**config.mk**
```make
export PLATFORM = sky130hd
export DESIGN_NAME = fetch_stage
export DESIGN_NICKNAME = d
export VERILOG_FILES = /design/src/rtl/fetch_stage.sv
export SDC_FILE = /design/constraint.sdc
export NUM_CORES = 1
export LEC_CHECK = 0
export ABC_CLOCK_PERIOD_IN_PS = 2190
export CAP_MARGIN = 10
export CORE_AREA = 2 2 122 124
export CTS_CLUSTER_DIAMETER = 200
export DETAILED_ROUTE_END_ITERATION = 6
export DIE_AREA = 0 0 124 126
export PLACE_DENSITY_LB_ADDON = 0.3
export SETUP_SLACK_MARGIN = 0.3
export SLEW_MARGIN = 10
export SYNTH_ARGS = -nofsm -noshare
export SYNTH_HDL_FRONTEND = slang
export SYNTH_SLANG_ARGS = --single-unit
```
**constraint.sdc**
```tcl
create_clock -name clk -period 2.19 [get_ports clk]
set_input_delay 0.438 -clock clk [delete_from_list [all_inputs] [get_ports clk]]
set_output_delay 0.438 -clock clk [all_outputs]
set_load 0.03 [all_outputs]
```
**src/rtl/fetch_stage.sv**
```systemverilog
// Instruction-fetch stage: owns the PC, drives imem_addr and fills the IF/ID register.
// Define FETCH_PERF_EN to add the fetch_count / bubble_count performance counters.
module fetch_stage #(
    parameter int                   A_WIDTH   = 32,
    parameter int                   D_WIDTH   = 32,
    parameter logic [A_WIDTH-1:0]   RESET_PC  = '0,
    parameter logic [D_WIDTH-1:0]   NOP_INSTR = D_WIDTH'(32'h0000_0013)
) (
    input  logic               clk,
    input  logic               rst_n,
    input  logic               stall_F,
    input  logic               flush_D,
    input  logic               pc_src,
    input  logic [A_WIDTH-1:0] pc_target,
    output logic [A_WIDTH-1:0] imem_addr,
    input  logic [D_WIDTH-1:0] imem_rdata,
    output logic [D_WIDTH-1:0] instr_D,
    output logic [A_WIDTH-1:0] pc_D,
    output logic [A_WIDTH-1:0] pc_plus4_D,
    output logic               valid_D,
    output logic               halted
`ifdef FETCH_PERF_EN
    ,
    output logic [31:0]        fetch_count,
    output logic [31:0]        bubble_count
`endif
);

    localparam logic [D_WIDTH-1:0] EBREAK_INSTR = D_WIDTH'(32'h0010_0073);

    typedef enum logic [1:0] {
        BOOT = 2'd0,
        RUN  = 2'd1,
        HALT = 2'd2
    } state_t;

    state_t             state, state_next;
    logic [A_WIDTH-1:0] pc, pc_next, pc_inc;
    logic [D_WIDTH-1:0] instr_next;
    logic [A_WIDTH-1:0] pc_d_next, pc_plus4_d_next;
    logic               valid_next;
    logic               fetch_inc, bubble_inc;

    assign pc_inc    = pc + A_WIDTH'(4);
    assign imem_addr = pc;
    assign halted    = (state == HALT);

    always_comb begin
        state_next      = state;
        pc_next         = pc;
        instr_next      = instr_D;
        pc_d_next       = pc_D;
        pc_plus4_d_next = pc_plus4_D;
        valid_next      = valid_D;
        fetch_inc       = 1'b0;
        bubble_inc      = 1'b0;

        unique case (state)
            BOOT: begin
                state_next = RUN;
            end
            RUN: begin
                if (pc_src) begin
                    // Redirect wins over stall; the instruction being fetched is wrong-path.
                    pc_next         = pc_target & ~A_WIDTH'(3);
                    instr_next      = NOP_INSTR;
                    pc_d_next       = '0;
                    pc_plus4_d_next = '0;
                    valid_next      = 1'b0;
                    bubble_inc      = 1'b1;
                end else if (flush_D) begin
                    if (!stall_F) begin
                        pc_next = pc_inc;
                    end
                    instr_next      = NOP_INSTR;
                    pc_d_next       = '0;
                    pc_plus4_d_next = '0;
                    valid_next      = 1'b0;
                    bubble_inc      = 1'b1;
                end else if (!stall_F) begin
                    instr_next      = imem_rdata;
                    pc_d_next       = pc;
                    pc_plus4_d_next = pc_inc;
                    valid_next      = 1'b1;
                    fetch_inc       = 1'b1;
                    if (imem_rdata == EBREAK_INSTR) begin
                        state_next = HALT;
                    end else begin
                        pc_next = pc_inc;
                    end
                end
            end
            HALT: begin
                instr_next      = NOP_INSTR;
                pc_d_next       = '0;
                pc_plus4_d_next = '0;
                valid_next      = 1'b0;
                bubble_inc      = 1'b1;
            end
            default: begin
                state_next = BOOT;
            end
        endcase
    end

    always_ff @(posedge clk or negedge rst_n) begin
        if (!rst_n) begin
            state      <= BOOT;
            pc         <= RESET_PC;
            instr_D    <= NOP_INSTR;
            pc_D       <= '0;
            pc_plus4_D <= '0;
            valid_D    <= 1'b0;
        end else begin
            state      <= state_next;
            pc         <= pc_next;
            instr_D    <= instr_next;
            pc_D       <= pc_d_next;
            pc_plus4_D <= pc_plus4_d_next;
            valid_D    <= valid_next;
        end
    end

`ifdef FETCH_PERF_EN
    // Both counters stick at all-ones rather than wrapping.
    always_ff @(posedge clk or negedge rst_n) begin
        if (!rst_n) begin
            fetch_count  <= '0;
            bubble_count <= '0;
        end else begin
            if (fetch_inc && (fetch_count != '1)) begin
                fetch_count <= fetch_count + 32'd1;
            end
            if (bubble_inc && (bubble_count != '1)) begin
                bubble_count <= bubble_count + 32'd1;
            end
        end
    end
`else
    logic unused_perf;
    assign unused_perf = fetch_inc | bubble_inc;
`endif

endmodule

```
* Word level (Yosys, flattened, before mapping)
Cells that the tools add are included.
Storage, ports and cells: register bits after elaboration 131, output and inout port bits 130
Operators by class: add/sub/neg operators 1, eq/ne operators 10, multiplexer cells 25, bitwise operators 1, reductions and logical operators 5
Operators by type and width (number):
- 32-bit 2-to-1 mux | 13
- 32-bit case mux with 2 select lines | 3
- 32-bit by 3-bit adder with 32-bit output (second input constant) | 1
- 32-bit by 21-bit equality test with 1-bit output (second input constant) | 1
- 2-bit 2-to-1 mux | 4
- 2-bit != test (second input constant) | 4
- 2-bit case mux with 3 select lines | 1
- 5-bit AND reduction | 1
- 4-bit != test (second input constant) | 1
- 1-bit 2-to-1 mux | 3
- 3-bit != test (second input constant) | 1
- 3-bit AND reduction | 1
- 2-bit by 1-bit equality test with 1-bit output (second input constant) | 1
- 2-bit equality test (second input constant) | 1
- 2-bit zero test | 1
- 2-bit by 1-bit != test with 1-bit output (second input constant) | 1
- 1-bit case mux with 2 select lines | 1
- 2-bit AND reduction | 1
- 2-bit nonzero test | 1
- 1-bit inverter | 1

* Longest topological paths before layout
Gate-level depths: netlist of run 1.
word-level depth 6, mapped depth 7, mapped depth without buffers 6

* Least setup slack after synthesis of run 1
OpenSTA, ideal clock, no wires.
kind register to register, start point register pc[5], in the netlist imem_addr[5], end point register pc[26], in the netlist imem_addr[26], arrival 2.421 ns, required time 2.096 ns, setup slack -0.325 ns, cell stages (with the launch flop) 8, path buffers 2, clock period less this slack 2.515 ns, cells stage by stage dfrtp_1 > buf_2 > nand3_4 > or4_4 > buf_6 > or4_4 > a31o_1 > a211oi_1
Between the ends: word-level cells in the longest chain between the ends 5, elaborated cells on any way between the ends 6
RTL lines:
- start: declaration | RTL line 38 | logic [A_WIDTH-1:0] pc, pc_next, pc_inc;
- start signal: assignment | RTL line 116 | pc <= pc_next;
- 32-bit by 3-bit adder with 32-bit output (*) | RTL line 44 | assign pc_inc = pc + A_WIDTH'(4);
- 32-bit 2-to-1 mux | RTL line 86 | if (imem_rdata == EBREAK_INSTR) begin
- 32-bit 2-to-1 mux | RTL line 80 | end else if (!stall_F) begin
- 32-bit 2-to-1 mux (*) | RTL line 71 | end else if (flush_D) begin
- 32-bit 2-to-1 mux (*) | RTL line 63 | if (pc_src) begin
Every way passes the cells marked *; elsewhere a longest branch is shown, timed or not. The select of a mux whose other input is x is not followed. A chain may end at the register's enable or synchronous reset.

* Final worst setup path of run 1
Same ends and word-level chain as after synthesis.

==> results.toml, run 1 <==
[yosys]
synth_seq_area_share_pct = 54.6
synth_edf_count = 0
synth-async-reset-ratio_pct = 100
ys.flop_type = "dfrtp_1"
syn_inst = 552
synth_most_common_cell = "dfrtp_1"
yosys-top-cells-count = "123 x dfrtp_1, 62 x o21ai_0, 54 x a22o_1"
synth_top_area_share_pct = 53.2
netlist_area_um2 = 5780
yosysUniqueCellTypes = 51
yosys.area.top_type = "dfrtp_1"
synth_warnings = 0
ys_ff_latch = 126
ys_top_cells_by_area = "dfrtp_1 53%, a22o_1 8.2%, o21ai_0 5.4%"
syn_area_per_cell_um2 = 10.5

[sta]
finalSetupViolations = 0
fin_crit_sh_pct = 90.6
slew_headroom_pct = 56.3
rsz0062_at_grt = "yes"
min_period_ps = 1990
worst_pin_slew_ps = 655
tns_ps = 0
fmax_mhz = 504
hold_viol = 0
fin_skew_ps = 9.32
report.final.slew_viol_count = 0

[grt]
antenna_found_initial = 1
grt_max_degree = 67
grt_first_pass_wirelength_um = 30200
overflow = 0
grt_pass1_vias = 5757
track_usage_pct = 25.2

[drt]
ant_nets = 0
drc = 0
detail_route.vias_per_cell = 5.48
dr.pass1.iters = 4
wl_um = 19600
wl_per_cell_um = 19.4
vias = 5538
drtIter0Drc = 271

[power_and_ir_drop]
switchingPower_w = 0.00206
p_seq_share_pct = 38.2
power_frac_comb_pct = 22.3
cellPowerDensity_nw_per_um2 = 733
leakagePower_nw = 4.85
power.internal_w = 0.00481
vdd_drop_max_uv = 528
switching_share_pct = 30.0
clkPwrFrac_pct = 39.6
power_w = 0.00687

[cts]
clock_path_buffers = 2
cts_tree = "done"
cts.sinks = 126
numCtsBuffers = 17
h-tree-depth = 4
path_clk_slew_ps = 50
clock_latency_ps = 420
root_buffer = "clkbuf_16"
ctsHoldBuffers = 0

[floorplanning]
die_area_um2 = 15600
core_area_um2 = 14300
die_y_um = 126
rows = 44
initial_core_util_pct = 40.4
ioPinCount = 199
fp.dieW_um = 124

[layout]
syn2layout_area_growth_pct = 62.2
final_cell_area_um2 = 9370
fin_util_pct = 65.5
layoutNonFillerInstCount = 1010
nNetsFinal = 886
drive_gt1_share_pct = 26.2
n_fill_cell = 1161

[worst_setup_path]
worstPathRequired_ps = 2520
critPathLaunchType = "flip-flop"
worst-setup-path-type = "flip-flop to flip-flop"
crit_fanout = 6
endpoint_kind = "flip-flop"
critPathArrivalTime_ps = 2320

[min_path]
holdCritPathClass = "input port to async pin"

[outcome]
outcome = "complete, no violations"

[placement]
dp_cells = 954
portBuffers = 194
placed_area_um2 = 8430
gp_congestion = 0.822
hpwlAfterDp_um = 12900

[flow_run]
maxCapViolCount = 0
## sequential cells by signal, summed over array words and instances (netlist names)
| register | flops |
|---|---|
| imem_addr | 30 |
| instr_D | 32 |
| pc_D | 31 |
| pc_plus4_D | 30 |
| state | 2 |
| valid_D | 1 |
## placed cells by master (no fill, tap or decap), types with 4 or more instances in the layout
master             n
a22oi_1           14
inv_1             10
nor2_1            34
buf_6              5
nand3_2            6
a21oi_1            5
o21ai_0           58
xor2_1             4
nor4_1             6
nor3_2             6
nor4_2             7
dfrtp_1          114
clkbuf_2          24
dfrtp_2            9
o22a_1             5
nand4_1            8
and3_1             6
dlygate4sd2_1    109
a22o_1            54
clkdlybuf4s50_1   32
nand2_1           50
clkdlybuf4s15_1    4
xnor2_1           23
buf_4             73
and4_1             5
clkbuf_16         17
dlymetal6s2s_1    22
clkinv_2           5
buf_12            10
o2bb2ai_1          8
## metal layers
metal | vias to the layer above | track usage [%] | wire, um
met4 | 0 | 9.12 | 442
met1 | 2722 | 32.0 | 7820
met2 | 237 | 41.1 | 9420
met5 | - | 0 | 0
li1 | 2546 | - | -
met3 | 33 | 7.07 | 1930
## final timing paths
check,start,endpoint,slack [ps],cells after the start
setup / recovery,imem_addr[5],imem_addr[26],200,5
hold / removal,rst_n,instr_D[6],20,1
setup reg to reg,imem_addr[5],imem_addr[26],200,5
hold reg to reg,pc_D[29],pc_D[29],480,2
max in group asynchronous,rst_n,instr_D[19],1500,2
min in group clk,imem_rdata[26],instr_D[26],300,2
## power groups by stage
stage / Combinational [W] / Sequential, W / Clock, W
final: 0.00153 / 0.00262 / 0.00272
after global routing: 0.00163 / 0.00264 / 0.00287
after CTS: 0.00149 / 0.00262 / 0.00276
after detailed placement: 0.00155 / 0.00266 / 0
after global placement: 0.00153 / 0.00265 / 0
after floorplan: 0.000415 / 0.00299 / 0
## layout make-up
class | count | area [um2] | area share, %
Clock buffer | 21 | 450 | 4.81
Inverter | 10 | 37.5 | 0.400
Clock inverter | 11 | 118 | 1.25
Tap cell | 184 | 230 | 2.46
Multi-Input combinational cell | 371 | 2730 | 29.1
Timing Repair Buffer | 286 | 2640 | 28.2
Antenna cell | 1 | 2.50 | 0.0267
Sequential cell | 126 | 3170 | 33.8
## worst max-delay path: stages (launching register included)
cell,delay [ps]
dfrtp_2,380
nand3_4,90
or4_4,580
or4_4,480
a31o_1,240
a211oi_2,140
## kinds of logic after synthesis
| kind of cell | Yosys count | share of synthesized area (%) |
|---|---|---|
| flops | 126 | 54.6 |
| xor+xnor | 28 | 4.24 |
| compound gates | 174 | 21.3 |
| fa+ha+maj | 5 | 1.08 |
| mux | 5 | 0.909 |
| buf+inv | 56 | 4.13 |
| other cells | 1 | 0.0649 |
| simple gates | 157 | 13.6 |
## through the flow
| step | hold WS, ps | worst slack, ps |
|---|---|---|
| finish | 22.0 | 205 |
| global route | 50.9 | 149 |
| CTS | 42.2 | 140 |
| detailed placement | 470 | -496 |
| global placement | 462 | -379 |
| floorplan | 142 | -121 |
## repair_timing
item | 4_1_cts | 5_1_grt
cloned | 3 | 0
buffers inserted | 7 | 13
pin swaps | 16 | 25
hold endpoints to repair | 0 | 0
setup endpoints to repair | 171 | 146
resized for setup | 177 | 104
Note: power is estimated with default switching activity, not from simulation.
==> inputs of run 2 (changes only) <==
--- a/config.mk
+++ b/config.mk
@@ -6,13 +6,14 @@
 export NUM_CORES = 1
 export LEC_CHECK = 0
 export ABC_CLOCK_PERIOD_IN_PS = 2190
-export CAP_MARGIN = 10
+export CAP_MARGIN = 30
 export CORE_AREA = 2 2 122 124
 export CTS_CLUSTER_DIAMETER = 200
 export DETAILED_ROUTE_END_ITERATION = 6
 export DIE_AREA = 0 0 124 126
 export PLACE_DENSITY_LB_ADDON = 0.3
 export SETUP_SLACK_MARGIN = 0.3
+export SKIP_CTS_REPAIR_TIMING = 1
 export SLEW_MARGIN = 10
 export SYNTH_ARGS = -nofsm -noshare
 export SYNTH_HDL_FRONTEND = slang
==> run 2 against run 1 <==
  * Fmax is 1.0% lower
  * Sequential power hardly changed
  * Core utilization is 3.4 points higher
  * Global-route usage is 1.5 points lower
  * Clock power hardly changed
  * Combinational power is 5% higher
  * Final cell count stayed put
  * Sequential share of layout area is 1.7 points lower
  * Cell area is 5.2% higher
  * Via count is 1.9% higher
  * Critical path type unchanged
  * Critical endpoint unchanged
  * Largest power group unchanged
  * Highest routed layer unchanged
==> results.toml, run 2 (synthesis gave the netlist of run 1 again) <==
[cts]
root_buffer = "clkbuf_16"
path_clk_slew_ps = 50
numCtsBuffers = 17
clock_path_buffers = 2
h-tree-depth = 4
cts.sinks = 126
cts_tree = "done"
clock_latency_ps = 420

[drt]
drc = 0
drtIter0Drc = 269
dr.pass1.iters = 5
wl_per_cell_um = 20.2
detail_route.vias_per_cell = 5.59
ant_nets = 0
vias = 5645
wl_um = 20400

[placement]
hpwlAfterDp_um = 12900
dp_cells = 954
portBuffers = 194
gp_congestion = 0.822
post-place-ws_ps = -496

[floorplanning]
ioPinCount = 199
initial_core_util_pct = 40.4
core_area_um2 = 14300
die_area_um2 = 15600
fp.dieW_um = 124
rows = 44
die_y_um = 126

[power_and_ir_drop]
power.internal_w = 0.00488
vdd_drop_max_uv = 465
leakagePower_nw = 6.25
switching_share_pct = 29.8
clkPwrFrac_pct = 39.2
p_seq_share_pct = 37.8
switchingPower_w = 0.00207
power_frac_comb_pct = 23.1
cellPowerDensity_nw_per_um2 = 705

[sta]
fin_crit_sh_pct = 91.6
slew_headroom_pct = 56.6
rsz0062_at_grt = "yes"
finalSetupViolations = 0
worst_pin_slew_ps = 651
fmax_mhz = 499
min_period_ps = 2010
hold_ws_ps = 15.0
report.final.slew_viol_count = 0
hold_viol = 0
fin_skew_ps = 8.29
worst_slack_ps = 185
tns_ps = 0

[layout]
n_fill_cell = 1053
drive_gt1_share_pct = 24.1
layout_commonest_cell = "dlymetal6s2s_1"
layoutNonFillerInstCount = 1010
nNetsFinal = 886
fin_util_pct = 68.9
largest_reg_flops = 32
syn2layout_area_growth_pct = 70.7
largest_registers = "instr_D (32), pc_D (31)"
final_cell_mix = "150 x dlymetal6s2s_1, 114 x dfrtp_1, 73 x buf_4, 56 x o21ai_0, 54 x a22o_1"
regMostFlops = "instr_D"

[worst_setup_path]
r2r_cells = 5
endpoint_kind = "flip-flop"
worst-setup-path-type = "flip-flop to flip-flop"
worstPathRequired_ps = 2520
regToRegStartpoint = "imem_addr[5]"
startpoint = "imem_addr[5]"
critPathArrivalTime_ps = 2330
critPathLaunchType = "flip-flop"
crit_fanout = 6

[grt]
overflow = 0
antenna_found_initial = 1
grt_max_degree = 67
grt_pass1_vias = 5541
grt_first_pass_wirelength_um = 28600
track_usage_pct = 23.7

[flow_run]
maxCapViolCount = 0

[min_path]
holdCritPathClass = "input port to async pin"

[outcome]
outcome = "complete, no violations"
## run 2: path summary, 6_finish.rpt
kind                                  end  slack (ps)
setup / recovery            imem_addr[26]         180
min in group clk               instr_D[6]         300
max in group asynchronous     instr_D[18]        1510
hold / removal                 instr_D[6]          10
hold reg to reg            pc_plus4_D[21]         470
setup reg to reg            imem_addr[26]         180
## run 2: worst max-delay path: stages, from the launching register on
cell and delay (ps):
dfrtp_2 380, nand3_4 90, or4_4 590, or4_4 480, a31o_1 220, a211oi_1 160
## run 2: power groups by stage
stage               clock [W]  combinational (W)  sequential (W)
global route          0.00287            0.00170         0.00265
detailed placement          0            0.00155         0.00266
finish                0.00272            0.00161         0.00263
floorplan                   0           0.000415         0.00299
global placement            0            0.00153         0.00265
CTS                   0.00276            0.00156         0.00262
## run 2: layer usage
layer  track usage (%)  vias up  part of all wire (%)
met3              7.07       32                   8.5
met1              30.3     2827                    41
met5                 0        -                     0
met2              38.5      229                    49
met4              8.06        0                   2.1
li1                  -     2557                     -
## run 2: final cells by class
cell class	count	area [um2]	area share [%]
inverter	10	37.5	0.380
timing repair buffer	286	3150	31.9
clock inverter	11	118	1.19
sequential	126	3170	32.1
clock buffer	21	450	4.57
tap	184	230	2.33
antenna	1	2.50	0.0254
multi-input combinational	371	2710	27.5
## run 2: stage by stage
stage	area, um2	total power (W)
3_5_place_dp	8430	0.00421
5_1_grt	9870	0.00722
6_report	9870	0.00696
4_1_cts	9000	0.00694
2_1_floorplan	5820	0.00340
3_3_place_gp	8430	0.00418
==> inputs of run 3 (changes only) <==
--- a/config.mk
+++ b/config.mk
@@ -5,13 +5,14 @@
 export SDC_FILE = /design/constraint.sdc
 export NUM_CORES = 1
 export LEC_CHECK = 0
-export ABC_CLOCK_PERIOD_IN_PS = 2190
+export ABC_CLOCK_PERIOD_IN_PS = 1700
 export CAP_MARGIN = 30
 export CORE_AREA = 2 2 122 124
 export CTS_CLUSTER_DIAMETER = 200
 export DETAILED_ROUTE_END_ITERATION = 6
 export DIE_AREA = 0 0 124 126
 export PLACE_DENSITY_LB_ADDON = 0.3
+export RECOVER_POWER = 100
 export SETUP_SLACK_MARGIN = 0.3
 export SKIP_CTS_REPAIR_TIMING = 1
 export SLEW_MARGIN = 10
==> constraint.sdc (replaced) <==
create_clock -name clk -period 1.7 [get_ports clk]
set_input_delay 0.34 -clock clk [delete_from_list [all_inputs] [get_ports clk]]
set_output_delay 0.34 -clock clk [all_outputs]
set_load 0.03 [all_outputs]
==> run 3 against run 2 <==
  * The flow now finishes with violations (setup timing)
  * Sequential cell count unchanged
  * Sequential share of layout area down 0.78 points
  * Final cell count up 6.9%
  * Fmax down 6.5%
  * Critical path depth unchanged
  * Sequential power up 29%
  * Wire length up 20%
  * Critical path type unchanged
  * Highest routed layer unchanged
==> results.toml, run 3 (synthesis gave the netlist of run 1 again) <==
[min_path]
holdCritPathClass = "input port to flip-flop"
hold_depth = 2

[worst_setup_path]
path_cells = "nand3_4, or4_4, or4_4, nor4_1, a211oi_2"
r2r_cells = 5
critPathSlowestCell = "or4_4"
crit_end = "imem_addr[26]"
r2r_slack_ps = -440
cp_top_family = "simple AND/OR/NAND/NOR gates"
worstPathRequired_ps = 1970
crit_fanout = 3
endpoint_kind = "flip-flop"
critPathMostFrequentCell = "or4_4"
crit_buf_inv = 0
regToRegStartpoint = "imem_addr[6]"
slowest_delay_ps = 560
critPathArrivalTime_ps = 2420
reg2reg_to = "imem_addr[26]"
cp.depth = 5
startpoint = "imem_addr[6]"
worst-setup-path-type = "flip-flop to flip-flop"
critPathLaunchType = "flip-flop"

[layout]
nNetsFinal = 957
largest_reg_flops = 32
regMostFlops = "instr_D"
drive_gt1_share_pct = 38.1
layout_commonest_cell = "clkbuf_1"
final_cell_mix = "115 x clkbuf_1, 111 x dfrtp_1, 86 x buf_4, 56 x buf_6, 54 x a22o_1"
syn2layout_area_growth_pct = 75.2
fin_util_pct = 70.7
largest_registers = "instr_D (32), pc_D (31)"

[grt]
antenna_found_initial = 1
track_usage_pct = 23.9
overflow = 0
grt_max_degree = 54
grt_pass1_vias = 5600
grt_first_pass_wirelength_um = 28900

[cts]
clock_path_buffers = 2
path_clk_slew_ps = 50
numCtsBuffers = 17
h-tree-depth = 4
clock_latency_ps = 420
cts.sinks = 126
root_buffer = "clkbuf_16"
cts_tree = "done"

[floorplanning]
fp.dieW_um = 124
die_area_um2 = 15600
initial_core_util_pct = 40.4
rows = 44
die_y_um = 126
ioPinCount = 199
core_area_um2 = 14300

[sta]
hold_ws_ps = 172
worst_pin_slew_ps = 955
hold_viol = 0
rsz0062_at_grt = "yes"
fmax_mhz = 466
worst_slack_ps = -445
report.final.slew_viol_count = 0
fin_skew_ps = 8.43
min_period_ps = 2140
slew_headroom_pct = 36.3
fin_crit_sh_pct = 126
finalSetupViolations = 75

[drt]
wl_um = 24500
wl_per_cell_um = 22.7
dr.pass1.iters = 6
drtIter0Drc = 646
vias = 6338
ant_nets = 0
drc = 0
detail_route.vias_per_cell = 5.87

[placement]
portBuffers = 194
gp_congestion = 0.846
hpwlAfterDp_um = 13500

[flow_run]
maxCapViolCount = 0

[power_and_ir_drop]
power_w = 0.00942
cellPowerDensity_nw_per_um2 = 931
vdd_drop_max_uv = 768
leakagePower_nw = 4.70

[outcome]
outcome = "finished with violations"
violations = "setup timing"
[run 3: cell count changes in the layout (fill, tap and decap cells not counted), sizes merged]
| cell | previous run | this run |
|---|---|---|
| buf | 90 | 165 |
| clkbuf | 36 | 167 |
| clkinv | 7 | 4 |
| clkinvlp | 2 | 1 |
| dlygate4sd3 | 0 | 1 |
| dlymetal6s2s | 150 | 17 |
[run 3: cell type report]
| type | count | area, um2 |
|---|---|---|
| Clock buffer | 24 | 482 |
| Multi-Input combinational cell | 371 | 3090 |
| Sequential cell | 126 | 3170 |
| Timing Repair Buffer | 357 | 3020 |
| Fill cell | 1070 | 4190 |
| Antenna cell | 1 | 2.50 |
| Clock inverter | 7 | 87.6 |
| Tap cell | 184 | 230 |
| Inverter | 10 | 37.5 |
[run 3: worst min-delay path by stage]
stage / endpoint / slack [ps] / startpoint
after floorplan: imem_addr[10] / 40 / rst_n
after global placement: instr_D[6] / 260 / rst_n
after detailed placement: instr_D[6] / 260 / rst_n
after CTS: instr_D[6] / -180 / rst_n
after global routing: instr_D[25] / 160 / imem_rdata[25]
final: instr_D[25] / 170 / imem_rdata[25]
[run 3: layer usage]
layer,wire (um),GRT usage [%]
met5,0,0
met4,1000,8.53
met3,1920,6.43
met2,12400,39.3
met1,9170,30.2
[run 3: report_power, final]
part / internal [W] / total (W) / switching (W)
clock: 0.00226 / 0.00355 / 0.00130
combinational: 0.00105 / 0.00249 / 0.00144
sequential: 0.00321 / 0.00338 / 0.000168
total: 0.00652 / 0.00942 / 0.00291
[run 3: stage by stage]
| stage | cells | setup TNS (ps) | setup slack (ps) | cell area, um2 |
|---|---|---|---|---|
| finish | 1080 | -6290 | -445 | 10100 |
| floorplan | 553 | -10450 | -611 | 6080 |
| CTS | 1017 | -28640 | -466 | 9350 |
| detailed placement | 986 | -37260 | -784 | 8780 |
| global route | 1080 | -11660 | -497 | 10100 |
| global placement | 986 | -35000 | -719 | 8780 |
